<file path="config.mk">
export PLATFORM = sky130hd
export DESIGN_NAME = execute_md
export DESIGN_NICKNAME = d
export VERILOG_FILES = /design/src/rtl/execute_md.sv
export SDC_FILE = /design/constraint.sdc
export NUM_CORES = 2
export LEC_CHECK = 0
export ABC_CLOCK_PERIOD_IN_PS = 26100
export CORE_MARGIN = 8
export CORE_UTILIZATION = 40
export DETAILED_ROUTE_END_ITERATION = 12
export PLACE_DENSITY = 0.58
export SYNTH_ARGS = -nofsm -noshare
export SYNTH_HDL_FRONTEND = slang
export SYNTH_SLANG_ARGS = --single-unit
export TNS_END_PERCENT = 1
</file>
<file path="constraint.sdc">
create_clock -name clk -period 26.1 [get_ports clk]
set_input_delay 5.22 -clock clk [delete_from_list [all_inputs] [get_ports clk]]
set_output_delay 5.22 -clock clk [all_outputs]
set_load 0.01 [all_outputs]
</file>
<file path="src/rtl/execute_md.sv">
// Execute stage: operand forwarding, ALU, branch resolution with misprediction
// reporting, and an iterative multiply/divide unit that stalls the pipeline while busy.
module execute_md #(
  parameter int unsigned XLEN      = 32,
  parameter bit          ENABLE_MD = 1'b1
) (
  input  logic            clk,
  input  logic            rst,
  input  logic            FlushE,
  input  logic [1:0]      JumpE,
  input  logic            BranchE,
  input  logic [2:0]      BranchTypeE,
  input  logic [3:0]      ALUControlE,
  input  logic            ALUSrcAE,
  input  logic            ALUSrcBE,
  input  logic            MDValidE,
  input  logic [2:0]      MDOpE,
  input  logic            predict_taken_i,
  input  logic [XLEN-1:0] RD1E,
  input  logic [XLEN-1:0] RD2E,
  input  logic [XLEN-1:0] ResultW,
  input  logic [XLEN-1:0] ALUResultM,
  input  logic [XLEN-1:0] ImmExtE,
  input  logic [XLEN-1:0] PCE,
  input  logic [1:0]      ForwardAE,
  input  logic [1:0]      ForwardBE,
  output logic [XLEN-1:0] ALUResultE,
  output logic [XLEN-1:0] WriteDataE,
  output logic [XLEN-1:0] PCTargetE,
  output logic [1:0]      PCSrcE,
  output logic            StallMDE,
  output logic            branch_mispredict_o,
  output logic            execute_is_branch_o,
  output logic            execute_branch_taken_o,
  output logic [XLEN-1:0] mispredict_target_pc_o
);

  localparam int unsigned CntW = $clog2(XLEN) + 1;
  localparam int unsigned ShW  = $clog2(XLEN);
  localparam logic [XLEN-1:0] MinInt = {1'b1, {(XLEN-1){1'b0}}};

  localparam logic [3:0] AluAdd  = 4'b0000;
  localparam logic [3:0] AluSub  = 4'b0001;
  localparam logic [3:0] AluAnd  = 4'b0010;
  localparam logic [3:0] AluOr   = 4'b0011;
  localparam logic [3:0] AluXor  = 4'b0100;
  localparam logic [3:0] AluSlt  = 4'b0101;
  localparam logic [3:0] AluSltu = 4'b0110;
  localparam logic [3:0] AluSll  = 4'b0111;
  localparam logic [3:0] AluSrl  = 4'b1000;
  localparam logic [3:0] AluSra  = 4'b1001;
  localparam logic [3:0] AluPassB = 4'b1010;

  typedef enum logic [1:0] {StIdle, StMul, StDiv, StDone} md_state_e;

  md_state_e         state_q;
  logic [XLEN-1:0]   op_a_q, op_b_q, quot_q, rem_q;
  logic [2*XLEN-1:0] prod_q;
  logic [2:0]        op_q;
  logic              a_neg_q, b_neg_q;
  logic [CntW-1:0]   cnt_q;

  logic [XLEN-1:0] fwd_a, fwd_b, src_a, src_b, alu_out, pc_plus4, md_result;
  logic [ShW-1:0]  shamt;

  // Operand selection
  always_comb begin
    case (ForwardAE)
      2'b01:   fwd_a = ResultW;
      2'b10:   fwd_a = ALUResultM;
      default: fwd_a = RD1E;
    endcase
    case (ForwardBE)
      2'b01:   fwd_b = ResultW;
      2'b10:   fwd_b = ALUResultM;
      default: fwd_b = RD2E;
    endcase
  end

  assign src_a      = ALUSrcAE ? PCE : fwd_a;
  assign src_b      = ALUSrcBE ? ImmExtE : fwd_b;
  assign shamt      = src_b[ShW-1:0];
  assign WriteDataE = fwd_b;
  assign PCTargetE  = PCE + ImmExtE;
  assign pc_plus4   = PCE + XLEN'(4);

  always_comb begin
    case (ALUControlE)
      AluAdd:   alu_out = src_a + src_b;
      AluSub:   alu_out = src_a - src_b;
      AluAnd:   alu_out = src_a & src_b;
      AluOr:    alu_out = src_a | src_b;
      AluXor:   alu_out = src_a ^ src_b;
      AluSlt:   alu_out = {{(XLEN-1){1'b0}}, $signed(src_a) < $signed(src_b)};
      AluSltu:  alu_out = {{(XLEN-1){1'b0}}, src_a < src_b};
      AluSll:   alu_out = src_a << shamt;
      AluSrl:   alu_out = src_a >> shamt;
      AluSra:   alu_out = $unsigned($signed(src_a) >>> shamt);
      AluPassB: alu_out = src_b;
      default:  alu_out = '0;
    endcase
  end

  // Branch resolution
  logic cmp_true, is_branch_raw, taken_raw, branch_ok;

  always_comb begin
    case (BranchTypeE)
      3'b000:  cmp_true = (fwd_a == fwd_b);
      3'b001:  cmp_true = (fwd_a != fwd_b);
      3'b100:  cmp_true = ($signed(fwd_a) < $signed(fwd_b));
      3'b101:  cmp_true = ($signed(fwd_a) >= $signed(fwd_b));
      3'b110:  cmp_true = (fwd_a < fwd_b);
      3'b111:  cmp_true = (fwd_a >= fwd_b);
      default: cmp_true = 1'b0;
    endcase
  end

  assign is_branch_raw = BranchE & (JumpE == 2'b00);
  assign taken_raw     = is_branch_raw & cmp_true;
  assign branch_ok     = ~StallMDE & ~FlushE;

  assign execute_is_branch_o    = is_branch_raw & branch_ok;
  assign execute_branch_taken_o = taken_raw & branch_ok;
  assign branch_mispredict_o    = is_branch_raw & branch_ok & (taken_raw != predict_taken_i);
  assign mispredict_target_pc_o = branch_mispredict_o ? (taken_raw ? PCTargetE : pc_plus4) : '0;

  always_comb begin
    if (!branch_ok)                      PCSrcE = 2'b00;
    else if (JumpE == 2'b10)             PCSrcE = 2'b10;
    else if (JumpE == 2'b01 || taken_raw) PCSrcE = 2'b01;
    else                                 PCSrcE = 2'b00;
  end

  // Multiply/divide control
  logic            md_start, op_div, a_signed, b_signed, a_neg, b_neg, div_zero, div_ovf;
  logic [XLEN-1:0] a_mag, dvsr, q_new, r_new;
  logic [XLEN:0]   shifted, diff;
  logic signed [2*XLEN+1:0] mul_full;
  logic            unused_mul;

  assign md_start = ENABLE_MD & MDValidE & ~FlushE & (state_q == StIdle);
  assign StallMDE = ENABLE_MD & ~FlushE &
                    ((state_q == StIdle & MDValidE) | state_q == StMul | state_q == StDiv);

  assign op_div   = MDOpE[2];
  assign a_signed = op_div ? ~MDOpE[0] : (MDOpE[1:0] == 2'b01 || MDOpE[1:0] == 2'b10);
  assign b_signed = op_div ? ~MDOpE[0] : (MDOpE[1:0] == 2'b01);
  assign a_neg    = a_signed & fwd_a[XLEN-1];
  assign b_neg    = b_signed & fwd_b[XLEN-1];
  assign a_mag    = a_neg ? -fwd_a : fwd_a;
  assign div_zero = (fwd_b == '0);
  assign div_ovf  = ~MDOpE[0] & (fwd_a == MinInt) & (fwd_b == '1);

  // Restoring divide step: the remainder always stays below the divisor
  assign dvsr    = b_neg_q ? -op_b_q : op_b_q;
  assign shifted = {rem_q, quot_q[XLEN-1]};
  assign diff    = shifted - {1'b0, dvsr};
  assign q_new   = {quot_q[XLEN-2:0], ~diff[XLEN]};
  assign r_new   = diff[XLEN] ? shifted[XLEN-1:0] : diff[XLEN-1:0];

  // Latched sign flags double as the extension bit for the signed product
  assign mul_full = $signed({{(XLEN+1){a_neg_q}}, a_neg_q, op_a_q}) *
                    $signed({{(XLEN+1){b_neg_q}}, b_neg_q, op_b_q});
  assign unused_mul = ^mul_full[2*XLEN+1:2*XLEN];

  always_ff @(posedge clk) begin
    if (rst) begin
      state_q <= StIdle;
      op_a_q  <= '0;
      op_b_q  <= '0;
      op_q    <= '0;
      a_neg_q <= 1'b0;
      b_neg_q <= 1'b0;
      cnt_q   <= '0;
      prod_q  <= '0;
      quot_q  <= '0;
      rem_q   <= '0;
    end else if (FlushE) begin
      state_q <= StIdle;
    end else begin
      unique case (state_q)
        StIdle: begin
          if (md_start) begin
            op_a_q  <= fwd_a;
            op_b_q  <= fwd_b;
            op_q    <= MDOpE;
            a_neg_q <= a_neg;
            b_neg_q <= b_neg;
            if (!op_div) begin
              state_q <= StMul;
            end else if (div_zero) begin
              quot_q  <= '1;
              rem_q   <= fwd_a;
              state_q <= StDone;
            end else if (div_ovf) begin
              quot_q  <= fwd_a;
              rem_q   <= '0;
              state_q <= StDone;
            end else begin
              quot_q  <= a_mag;
              rem_q   <= '0;
              cnt_q   <= CntW'(XLEN);
              state_q <= StDiv;
            end
          end
        end
        StMul: begin
          prod_q  <= mul_full[2*XLEN-1:0];
          state_q <= StDone;
        end
        StDiv: begin
          cnt_q <= cnt_q - CntW'(1);
          if (cnt_q == CntW'(1)) begin
            quot_q  <= (a_neg_q ^ b_neg_q) ? -q_new : q_new;
            rem_q   <= a_neg_q ? -r_new : r_new;
            state_q <= StDone;
          end else begin
            quot_q <= q_new;
            rem_q  <= r_new;
          end
        end
        StDone: state_q <= StIdle;
        default: state_q <= StIdle;
      endcase
    end
  end

  always_comb begin
    case (op_q)
      3'b000:                md_result = prod_q[XLEN-1:0];
      3'b001, 3'b010, 3'b011: md_result = prod_q[2*XLEN-1:XLEN];
      3'b100, 3'b101:        md_result = quot_q;
      default:               md_result = rem_q;
    endcase
    if (!ENABLE_MD) md_result = '0;
  end

  assign ALUResultE = (ENABLE_MD && state_q == StDone) ? md_result : alu_out;

endmodule

</file>
Yosys cells after proc, flatten, opt, wreduce, memory -nomap -nowiden
Index checks and enable logic that the tools add are counted.

Bits of input ports: 216. Word-level logic and storage cells: 155. Output and inout port bits: 134. Register bits after elaboration: 205.

$add $sub $neg: 10. Multiplexer cells: 42. Equality and inequality tests: 42. Multipliers: 1. Reductions and logical operators: 17. Shift-type cells: 3. Order comparisons: 6. Bitwise operators: 24.

Operator list (number): two-way mux 32 bit (19); one-hot mux 32 bit (11 select lines) (1); one-hot mux 32 bit (2 select lines) (4); less-than comparator 32 bit (4); negator 32 bit (4); one-hot mux 32 bit (3 select lines) (1); adder 32 bit (2); equality test 32 bit (second input constant) (2); >= comparator 32 bit (2); multiplier 33 x 33 -> 64 bit (1); subtractor 33 x 32 -> 33 bit (1); adder 32 x 3 -> 32 bit (second input constant) (1); bitwise AND 32 bit (1); equality test 32 bit (1); logical NOT 32 bit (1); inequality test 32 bit (1); OR 32 bit (1); left shift 32 x 5 -> 32 bit (1); right shift 32 x 5 -> 32 bit (1); >>> shifter 32 x 5 -> 32 bit (1); subtractor 32 bit (1); bitwise XOR 32 bit (1); two-way mux 6 bit (4); equality test 3 bit (second input constant) (6); 33 further kinds (83).

Depth between registers and ports, before layout
Depth in word-level cells: 10. Mapped depth: 35.

Least setup slack after synthesis
No wires, ideal clock.

Path kind: input to output. Start: input ForwardBE[0]. End: output ALUResultE[24]. Arrival time: 10.526 ns. Stages on the path: 23. Setup slack: 10.354 ns. Cells stage by stage: inv_1 > ha_1 > clkbuf_1 > clkbuf_1 > o21a_1 > inv_1 > a21boi_1 > clkinv_1 > clkbuf_1 > clkbuf_1 > buf_1 > ha_1 > a21oi_1 > o31ai_1 > or4b_2 > a211o_1 > a31o_2 > a21o_1 > a2111oi_0 > a221oi_1 > xor2_1 > a21oi_1 > o22ai_1.

Cells in the longest elaborated chain, start to end: 6.

RTL lines: start: declaration (line 26) `input logic [1:0] ForwardBE,`; equality test 2 bit / equality test 2 x 1 -> 1 bit (equally long branches) (line 73) `case (ForwardBE)`; one-hot mux 32 bit (2 select lines) (*) (line 73); net WriteDataE[3] (line 28) `output logic [XLEN-1:0] WriteDataE,`; two-way mux 32 bit (*) (line 81) `assign src_b = ALUSrcBE ? ImmExtE : fwd_b;`; subtractor 32 bit (tied with other cells) (line 90) `AluSub: alu_out = src_a - src_b;`; one-hot mux 32 bit (11 select lines) (*) (line 88) `case (ALUControlE)`; two-way mux 32 bit (*) (line 239) `assign ALUResultE = (ENABLE_MD && state_q == StDone) ? md_result : alu_out;`; end: declaration (line 27) `output logic [XLEN-1:0] ALUResultE,`.

Mark *: on every way through the listed nets, which the timed path passes. The rest lies on a longest branch.

Worst setup path after layout
Start: input ForwardBE[0]. End: output ALUResultE[25].

Cells in the longest elaborated chain, start to end: 6.

RTL lines (line): equality test 2 bit / equality test 2 x 1 -> 1 bit (equally long branches) (73); one-hot mux 32 bit (2 select lines) (*) (73); two-way mux 32 bit (*) (81); subtractor 32 bit (tied with other cells) (90); one-hot mux 32 bit (11 select lines) (*) (88); two-way mux 32 bit (*) (239).

Every way passes the cells marked *; elsewhere a longest branch is shown, timed or not.

==> qor.json <==
{
  "drc_errors": 0,
  "syn_area_um2": 65300,
  "layout.nets": 9918,
  "final_tns_setup_ns": 0,
  "pwr-share-clk_pct": 17.1,
  "synth_async_sr_flop_share_pct": 0,
  "final-hold-violation-count": 0,
  "vias_cell": 5.77,
  "grt_start_max_net_pins": 75,
  "final-setup-viol-count": 0,
  "crit_path_slowest_cell": "sky130_fd_sc_hd__clkinv_1",
  "post_synth.cell_area_avg_um2": 8.01,
  "synth.cells.most_frequent": "sky130_fd_sc_hd__inv_1, sky130_fd_sc_hd__fa_1, sky130_fd_sc_hd__nand2_1, sky130_fd_sc_hd__and2_1, sky130_fd_sc_hd__a21oi_1",
  "critPathMaxStageDelay_ns": 0.84,
  "yosys_warnings": 0,
  "netlist_top_cells_area": "sky130_fd_sc_hd__fa_1, sky130_fd_sc_hd__ha_1, sky130_fd_sc_hd__inv_1, sky130_fd_sc_hd__dfxtp_1, sky130_fd_sc_hd__nand2_1",
  "worst-endpoint-required_ns": 20.88,
  "clock_insertion_delay_worst_skew_ns": 0.57,
  "die_height_um": 420,
  "edff_count_synth": 0,
  "cts_buffer_depth": 3,
  "initial_utilization_pct": 40.2,
  "leakagePower_nw": 33.0,
  "route.antenna.remaining_nets": 0,
  "p_per_area_nw_per_um2": 29.3,
  "yosysTopAreaCellShare_pct": 34.6,
  "drive_above_1_share_pct": 4.09,
  "hold_path_class": "flip-flop to flip-flop",
  "synth.most_common_cell": "sky130_fd_sc_hd__inv_1",
  "finalWeightedCongestion": 1.05,
  "worst_slew_pin_slew_ns": 1.21,
  "filler_cell_count": 16541,
  "start_kind": "input port",
  "p_int_mw": 0.999,
  "clk_transition_reported_paths_ns": 0.06,
  "gate_count_post_synth": 8153,
  "synthDistinctLibCells": 99,
  "postSynth.topFlopCell": "sky130_fd_sc_hd__dfxtp_1",
  "drt-initial-drc-count": 5494,
  "crit_chain": "clkdlybuf4s50_1 -> inv_1 -> ha_2 -> buf_4 -> o21a_1 -> inv_1 -> a21boi_4 -> buf_4 -> clkinv_1 -> ha_1 -> nor4_1 -> o311ai_0 -> a31oi_1 -> o21ai_0 -> a21oi_1 -> o31ai_1 -> a21o_1 -> a2111oi_0 -> a211oi_1 -> xnor2_1 -> o221ai_1 -> clkdlybuf4s50_1",
  "period_share_pct": 70.3,
  "run_status": "complete, no violations",
  "io_pins": 350,
  "vdd_ir_drop_max_mv": 0.0536,
  "switching_power_mw": 1.10,
  "synth_largest_area_cell": "sky130_fd_sc_hd__fa_1",
  "clock_tree.htree_level_count": 1,
  "ff2ff_path_depth": 28,
  "timing.clock.skew_ns": 0.0227,
  "switching_share_pct": 52.3,
  "grt_antenna_before_repair": 29,
  "clock-root-buffer": "sky130_fd_sc_hd__clkbuf_16",
  "grt_pass1_vias": 61596,
  "ff2ff_setup_slack_ns": 16.10,
  "whs_path_depth": 2,
  "number_of_buffer_cells_added_on_primary_ports": 349,
  "max_clock_freq_mhz": 54.5,
  "via_count": 59797,
  "total_power_mw": 2.10,
  "drtPass1Iterations": 6,
  "portion_of_the_post_synthesis_area_used_by_sequential_elements_pct": 6.29,
  "ys_seq_elements": 205,
  "gr-total-overflow": 0,
  "worstSetupPathType": "input port to primary output",
  "std_cell_rows": 148,
  "area.growth.synth_to_final_pct": 9.72,
  "max-slew-margin-rel_pct": 19.4,
  "post_drt_wl_per_cell_um": 27.7,
  "cts_post_setup_buffers_inserted": 0,
  "worst_path_arrival_time_ns": 13.13,
  "worst_hold_startpoint": "op_a_q[10]",
  "slew_violations": 0,
  "tritoncts_num_sinks": 205,
  "reg2reg_to": "prod_q[60]",
  "critical_path_fanouts_max": 64,
  "power.share.combinational_pct": 66.3,
  "drt_wl_total_um": 287000,
  "seqPwrFrac_pct": 16.6,
  "cp-end-kind": "primary output",
  "cts-resized-gates": 0,
  "r2r_start": "op_b_q[3]",
  "core_area_um2": 162000,
  "min_period_ns": 18.35,
  "hold_buffers": 0,
  "global_route_wire_length_before_repair_um": 424000,
  "timing.max_cap.violations": 0,
  "tritoncts_clock_tree": "built",
  "detailed_placement_wirelength_estimate_um": 236000,
  "unrepaired_setup_endpoints_after_global_routing": "false",
  "fp.dieW_um": 420,
  "grt_util_all_layers_pct": 32.1,
  "num_cts_buffers": 26,
  "die_area_um2": 176000,
  "postSynthNetCount": 9918,
  "min_to": "op_a_q[10]"
}
==> critical path, delay by kind of cell <==
family                   cells  cell delay [ns]
buffers and inverters        7             3.27
AO/OA/AOI/OAI               11             3.16
adder cells (fa/ha/maj)      2             0.84
XOR/XNOR                     1             0.33
AND/OR/NAND/NOR              1             0.21
==> per-layer routing <==
layer | vias up | wire length [um] | global-route usage, %
met3 | 551 | 22100 | 5.87
met1 | 30306 | 117000 | 41.6
li1 | 26274 | - | -
met5 | - | 191 | 0
met2 | 2638 | 128000 | 50.9
met4 | 28 | 19700 | 17.4
==> state kept, by name (all words and copies together) (netlist names) <==
register,flops
a_neg_q,1
b_neg_q,1
cnt_q,6
op_a_q,32
op_b_q,32
op_q,3
prod_q,64
quot_q,32
rem_q,32
state_q,2
==> cells in the final DEF, fill, tap and decap left out, types with 34 or more instances in the layout <==
cell type | Yosys | final
sky130_fd_sc_hd__a21oi_1 | 487 | 485
sky130_fd_sc_hd__dfxtp_1 | 205 | 191
sky130_fd_sc_hd__nand3_1 | 74 | 74
sky130_fd_sc_hd__xor2_1 | 87 | 87
sky130_fd_sc_hd__and3_1 | 34 | 34
sky130_fd_sc_hd__xnor2_1 | 208 | 208
sky130_fd_sc_hd__nor3_1 | 135 | 132
sky130_fd_sc_hd__nand4_1 | 38 | 38
sky130_fd_sc_hd__inv_1 | 1246 | 1245
sky130_fd_sc_hd__a21o_1 | 78 | 77
sky130_fd_sc_hd__fa_1 | 1129 | 1129
sky130_fd_sc_hd__o21a_1 | 65 | 65
sky130_fd_sc_hd__clkdlybuf4s50_1 | 0 | 345
sky130_fd_sc_hd__o21ai_1 | 21 | 37
sky130_fd_sc_hd__and2_1 | 529 | 529
sky130_fd_sc_hd__a211oi_1 | 62 | 62
sky130_fd_sc_hd__or3_1 | 41 | 40
sky130_fd_sc_hd__buf_4 | 3 | 152
sky130_fd_sc_hd__a22oi_1 | 83 | 83
sky130_fd_sc_hd__nor2b_1 | 86 | 85
sky130_fd_sc_hd__ha_1 | 420 | 417
sky130_fd_sc_hd__nand2_1 | 1085 | 1085
sky130_fd_sc_hd__nor2_1 | 452 | 447
sky130_fd_sc_hd__a31oi_1 | 51 | 51
sky130_fd_sc_hd__o22ai_1 | 44 | 44
sky130_fd_sc_hd__nand2b_1 | 53 | 52
sky130_fd_sc_hd__o21ai_0 | 250 | 234
sky130_fd_sc_hd__o31ai_1 | 44 | 39
sky130_fd_sc_hd__a221oi_1 | 92 | 92
sky130_fd_sc_hd__mux2i_1 | 109 | 109
sky130_fd_sc_hd__o221ai_1 | 45 | 45
==> kinds of logic after synthesis <==
| group | share of synthesized area (%) |
|---|---|
| AO/OA/AOI/OAI | 15.7 |
| XOR/XNOR | 3.96 |
| adder cells (fa/ha/maj) | 42.7 |
| buffers and inverters | 10.3 |
| flip-flops | 6.29 |
| multiplexers | 1.91 |
| AND/OR/NAND/NOR | 19.2 |
==> how the worst max path moves through the flow <==
| stage | from | endpoint | slack [ns] | cells after the start |
|---|---|---|---|---|
| global route | ForwardBE[0] | ALUResultE[25] | 7.40 | 22 |
| global placement | ForwardBE[0] | ALUResultE[24] | 8.03 | 22 |
| detailed placement | ForwardBE[0] | ALUResultE[24] | 7.95 | 22 |
| floorplan | ForwardBE[0] | ALUResultE[24] | 10.35 | 23 |
| finish | ForwardBE[0] | ALUResultE[25] | 7.75 | 22 |
| CTS | ForwardBE[0] | ALUResultE[24] | 7.92 | 22 |
==> power groups by stage <==
stage	sequential (mW)	clock, mW	combinational (mW)
finish	0.349	0.359	1.39
global route	0.350	0.374	1.48
CTS	0.348	0.361	1.36
detailed placement	0.355	0	1.35
global placement	0.354	0	1.36
floorplan	0.341	0	0.823
==> cell type report <==
type	count	area [um2]	share of cell area, %
Multi-Input combinational cell	6166	54600	76.2
Inverter	1253	4700	6.57
Timing Repair Buffer	501	4620	6.45
Sequential cell	205	4120	5.75
Tap cell	2175	2720	3.80
Clock buffer	41	798	1.11
Clock inverter	7	41.3	0.0576
Antenna cell	10	25.0	0.0349
==> stage by stage <==
step	hold WS (ns)	cell area, um2	worst slack, ns	util (%)	cells
final	0.454	71600	7.75	44.1	10358
after CTS	0.455	71600	7.92	44.1	10348
after global routing	0.464	71600	7.40	44.1	10349
after detailed placement	0.447	70800	7.95	43.6	10300
after global placement	0.442	70800	8.03	43.6	10300
after floorplan	0.432	65300	10.35	-	8153
No activity file was read; power rests on OpenSTA's default activity.
